==> src/rtl/l1_cache_dm.sv <==
`default_nettype none
// ============================================================================
// Module   : l1_cache_dm
// Brief    : Direct-mapped, write-back, write-allocate L1 cache. 32-bit cpu
//            words in front, 256-bit line transfers to physical memory behind.
// Revision : 1.0 - initial release
// ============================================================================
module l1_cache_dm #(
    parameter int S_INDEX  = 3,
    parameter int S_OFFSET = 5
) (
    input  logic         clk,
    input  logic         reset,
    input  logic         cmem_read,
    input  logic         cmem_write,
    input  logic [3:0]   cmem_byte_enable,
    input  logic [31:0]  cmem_address,
    input  logic [31:0]  cmem_wdata,
    output logic [31:0]  cmem_rdata,
    output logic         cmem_resp,
    output logic         pmem_read,
    output logic         pmem_write,
    output logic [31:0]  pmem_address,
    output logic [255:0] pmem_wdata,
    input  logic [255:0] pmem_rdata,
    input  logic         pmem_resp
);
    localparam int c_NUM_SETS = 2 ** S_INDEX;
    localparam int c_TAG_W    = 32 - S_INDEX - S_OFFSET;

    localparam logic [1:0] c_IDLE      = 2'd0;
    localparam logic [1:0] c_WRITEBACK = 2'd1;
    localparam logic [1:0] c_ALLOCATE  = 2'd2;

    logic [1:0]         r_state;
    logic [1:0]         w_next_state;

    logic               r_valid [c_NUM_SETS];
    logic               r_dirty [c_NUM_SETS];
    logic [c_TAG_W-1:0] r_tag   [c_NUM_SETS];
    logic [255:0]       r_data  [c_NUM_SETS];

    logic [c_TAG_W-1:0] r_miss_tag;
    logic [S_INDEX-1:0] r_miss_index;

    logic               w_request;
    logic               w_hit;
    logic               w_miss;
    logic               w_fill;
    logic               w_write_hit;
    logic [c_TAG_W-1:0] w_tag;
    logic [S_INDEX-1:0] w_index;
    logic [2:0]         w_word;
    logic [31:0]        w_word_data;
    logic [31:0]        w_merged;
    logic               w_unused;

    assign w_request   = cmem_read | cmem_write;
    assign w_tag       = cmem_address[31:S_OFFSET+S_INDEX];
    assign w_index     = cmem_address[S_OFFSET+S_INDEX-1:S_OFFSET];
    assign w_word      = cmem_address[4:2];
    assign w_unused    = ^cmem_address[1:0];
    assign w_word_data = r_data[w_index][{w_word, 5'b0} +: 32];

    // Hits are only recognised in IDLE; a refill re-evaluates the request there.
    assign w_hit       = (r_state == c_IDLE) & w_request & r_valid[w_index] &
                         (r_tag[w_index] == w_tag);
    assign w_miss      = (r_state == c_IDLE) & w_request & ~w_hit;
    assign w_fill      = (r_state == c_ALLOCATE) & pmem_resp;
    assign w_write_hit = w_hit & cmem_write;

    assign cmem_resp   = w_hit;
    assign cmem_rdata  = w_word_data;

    always_comb begin
        w_merged = w_word_data;
        for (int i = 0; i < 4; i++) begin
            if (cmem_byte_enable[i]) begin
                w_merged[8*i +: 8] = cmem_wdata[8*i +: 8];
            end
        end
    end

    // The victim's address comes from the stored tag, the refill's from the latch.
    assign pmem_address = {(r_state == c_WRITEBACK) ? r_tag[r_miss_index] : r_miss_tag,
                           r_miss_index, {S_OFFSET{1'b0}}};
    assign pmem_wdata   = r_data[r_miss_index];

    always_ff @(posedge clk) begin
        if (reset) begin
            r_state <= c_IDLE;
        end else begin
            r_state <= w_next_state;
        end
    end

    always_comb begin
        w_next_state = r_state;
        pmem_read    = 1'b0;
        pmem_write   = 1'b0;
        case (r_state)
            c_IDLE: begin
                if (w_miss) begin
                    w_next_state = (r_valid[w_index] & r_dirty[w_index]) ? c_WRITEBACK
                                                                         : c_ALLOCATE;
                end
            end
            c_WRITEBACK: begin
                pmem_write = 1'b1;
                if (pmem_resp) begin
                    w_next_state = c_ALLOCATE;
                end
            end
            c_ALLOCATE: begin
                pmem_read = 1'b1;
                if (pmem_resp) begin
                    w_next_state = c_IDLE;
                end
            end
            default: w_next_state = c_IDLE;
        endcase
    end

    always_ff @(posedge clk) begin
        if (w_miss) begin
            r_miss_tag   <= w_tag;
            r_miss_index <= w_index;
        end
    end

    always_ff @(posedge clk) begin
        if (reset) begin
            for (int i = 0; i < c_NUM_SETS; i++) begin
                r_valid[i] <= 1'b0;
                r_dirty[i] <= 1'b0;
            end
        end else if (w_fill) begin
            r_valid[r_miss_index] <= 1'b1;
            r_dirty[r_miss_index] <= 1'b0;
        end else if (w_write_hit) begin
            r_dirty[w_index] <= 1'b1;
        end
    end

    // Tag and data arrays carry no reset; validity alone guards them.
    always_ff @(posedge clk) begin
        if (w_fill) begin
            r_data[r_miss_index] <= pmem_rdata;
            r_tag[r_miss_index]  <= r_miss_tag;
        end else if (w_write_hit) begin
            r_data[w_index][{w_word, 5'b0} +: 32] <= w_merged;
        end
    end
endmodule
`default_nettype wire

==> config.mk <==
export PLATFORM = sky130hd
export DESIGN_NAME = l1_cache_dm
export DESIGN_NICKNAME = d
export VERILOG_FILES = /design/src/rtl/l1_cache_dm.sv
export SDC_FILE = /design/constraint.sdc
export NUM_CORES = 2
export LEC_CHECK = 0
export CORE_ASPECT_RATIO = 0.5
export CORE_MARGIN = 2
export CORE_UTILIZATION = 40
export DETAILED_ROUTE_END_ITERATION = 12
export GPL_ROUTABILITY_DRIVEN = 0
export PLACE_DENSITY = 0.62
export SETUP_SLACK_MARGIN = 0.05
export SLEW_MARGIN = 20
export SYNTH_ARGS = -nofsm -noshare
export SYNTH_HDL_FRONTEND = slang
export SYNTH_SLANG_ARGS = --single-unit
==> constraint.sdc <==
create_clock -name clk -period 18.9 [get_ports clk]
set_clock_uncertainty 0.15 [all_clocks]
set_input_delay 3.78 -clock clk [delete_from_list [all_inputs] [get_ports clk]]
set_output_delay 3.78 -clock clk [all_outputs]
set_load 0.01 [all_outputs]
==> impl_metrics.yaml <==
routing:
  wl_per_cell_um: 38.8
  drt_drc_violations_left: 0
  wl_um: 395000
  viasPerCell: 6.52
  route.antenna.remaining_nets: 0
  detailed_route_iter0_violations: 10100
  detail_route.first_pass.iterations: 6
  detailroute.via_count: 66300
timing:
  holdWs_ns: 0.330
  max_slew_margin_pct: 13.0
  final_period_minus_worst_setup_slack_ns: 12.75
  max_freq_ghz: 0.0784
  finalMaxSlewViolations: 0
  fin_crit_sh_pct: 67.4
  setup_repair_after_global_routing_missed_its_margin: "false"
  fin_tns_setup_ns: 0
  hold_viol_final: 0
  finalWorstSetupSlack_ns: 6.15
  timing.final.setup_violations: 0
  slew_at_the_pin_with_the_worst_max_slew_slack_ns: 1.31
worst_setup_path:
  critical_path.slowest_cell: "a32oi_1"
  timing.critical_path.mode_cell: "o21ai_0"
  worst_path_largest_cell_delay_ns: 1.06
  critical_setup_path_class: "in2out"
  critical_path.startpoint_type: "input port"
  signal_arrival_time_at_the_worst_endpoint_ns: 8.82
  cp-end-kind: "output pin"
  rrSetupSlack_ns: 13.48
  path_cells: "buf_8, buf_4, buf_12, mux4_2, nand2_1, a32oi_1, o21ai_0, o21ai_0, clkdlybuf4s50_1"
  worstPathRequired_ns: 14.97
  critPathMaxFanout: 85
logic_synthesis:
  syn-cell-area_um2: 108000
  synth_area_per_cell_um2: 18.9
  ys_seq_area_share_pct: 63.3
  warnings_synthesis: 0
  syn_inst: 5734
  synth_enable_flop_cells: 2275
  postSynthRegisterBits: 2288
  synth_async_sr_flop_share_pct: 0
  synth_top_flop_cell: "edfxtp_1"
  netlist-cell-type-count: 62
power_and_ir_drop:
  net_switching_power_mw: 3.14
  power_switching_share_pct: 25.9
  p_clk_share_pct: 35.9
  p_leak_nw: 39.9
  power.sequential.fraction_pct: 47.4
  internal_power_mw: 8.97
  power_density_nw_per_um2: 95.8
  vdd_ir_drop_max_mv: 0.0697
  power.combinational.fraction_pct: 16.8
floorplanning:
  core_um2: 268000
  die_w_um: 740
  ios: 652
  fp-row-count: 134
  die_area_um2: 275000
  die_h_um: 372
  floorplan.initialDensity_pct: 40.4
grt:
  grt_first_pass_wirelength_um: 532000
  grt.busiest_layer: "met2"
  global_route.usage.met3_pct: 6.94
  first_global_vias: 65400
  initial_antenna_violation_count: 52
  grt_overflow_total: 0
  globalRouteTotalUtil_pct: 28.0
  global_route.usage.met2_pct: 44.3
  global_route.usage.met1_pct: 35.4
  largest_net_degree_at_the_start_of_global_routing: 147
cts:
  clock_latency_of_the_later_clocked_register_in_the_worst_skew_pair_ns: 0.93
  tritoncts: "built"
  cts_max_path_buffers: 4
  postCtsSetupRepairBufs: 0
  numClockSinks: 2288
  root_buffer: "clkbuf_16"
  post_cts_clock_slew_at_the_launch_and_capture_registers_of_the_worst_setup_and_hold_paths_ns: 0.06
  cts_buffers: 217
  postCtsHoldBufs: 0
  htree_levels: 4
  post_cts_resize_count: 0
cells_and_area:
  final_net_count: 6683
  multi_input_comb_area_um2: 38400
  area_delta_synth_final_pct: 16.8
  final_layout_size_suffix_gt1_share_pct: 31.8
  register_area_um2: 68600
  layout.cells.most_common_list: "edfxtp_1, mux4_2, clkdlybuf4s50_1"
  final_common_cell: "edfxtp_1"
  final.fill_count: 22400
  postLayoutCellArea_um2: 126000
place:
  hpwl_um: 259000
  port_buffers: 644
  post-place-ws_ns: 6.21
  placed_area_um2: 119000
hold_path:
  worst_hold_path_type: "reg2reg"
outcome:
  outcome: "complete, no violations"
job:
  max_cap_violations: 0
[logic make-up (layout without fill, tap and decap cells)]
group	after synthesis	in the layout	share of synthesized area [%]
compound gates	572	572	3.18
simple gates	785	785	3.09
fa+ha+maj	2	2	0.0231
mux	1633	1633	28.4
other cells	1	56	0.00346
flops	2288	2288	63.3
buf+inv	445	1227	1.88
xor+xnor	8	8	0.0647
[registers in the layout (all words and copies together), names as in the netlist, named ones only]
name	count
r_tag	192
r_dirty	8
r_miss_tag	24
r_data	2048
r_state	2
r_miss_index	3
r_valid	8
[final cells by class]
class | count | area share, %
flip-flops and latches | 2288 | 54.3
multi-input cells | 3005 | 30.3
repair buffers | 831 | 6.37
clock buffers | 262 | 4.46
well taps | 3604 | 3.57
clock inverters | 125 | 0.873
diodes | 51 | 0.101
inverters | 9 | 0.0327
[power groups by stage]
stage                     Clock [mW]  Combinational, mW  Sequential (mW)
after floorplan                    0               1.10             5.80
final                           4.34               2.03             5.74
after global placement             0               2.00             5.83
after detailed placement           0               2.02             5.84
after CTS                       4.36               2.03             5.74
after global routing            4.55               2.09             5.74
[stage by stage]
stage / std cells / power [mW] / util, %
2_1_floorplan: 5738 / 6.90 / -
3_3_place_gp: 9731 / 7.84 / 44.6
3_5_place_dp: 9732 / 7.87 / 44.6
4_1_cts: 10100 / 12.1 / 47.1
5_1_grt: 10100 / 12.4 / 47.2
6_report: 10200 / 12.1 / 47.2
[metal layers]
metal | vias to the layer above | wire [um]
met3 | 812 | 43700
met4 | 14 | 25400
li1 | 25500 | -
met2 | 4485 | 187000
met5 | - | 78
met1 | 35500 | 138000
[path summary, 6_finish.rpt]
kind	from	endpoint	cells past startpoint
worst max register to register	r_tag[1][16]	r_data[5][50]	10
worst max-delay path	cmem_address[5]	cmem_rdata[27]	9
worst min-delay path	r_valid[6]	r_valid[6]	2
worst min register to register	r_valid[6]	r_valid[6]	2
[Yosys cell counts, drive strengths merged, types with 13 or more instances]
master  number  area, um2
edfxtp    2275      68300
mux4      1114      25100
nand2      472       1770
o21ai      325       1630
mux2       310       3500
clkbuf     239        897
mux2i      209       2170
buf        197       1100
nor2       131        492
a21oi       62        310
nor3        51        255
a22oi       50        375
a211oi      28        210
o22ai       27        169
a31o        25        219
nand2b      25        156
nand3       25        125
nor4        23        150
nor2b       19        119
dfxtp       13        260
[worst max-delay path: cells and delay by family]
kind	cells	cell delay (ns)
compound gates	3	1.93
buf+inv	4	2.24
mux	1	0.36
simple gates	1	0.07
(Power assumes the default switching activity.)
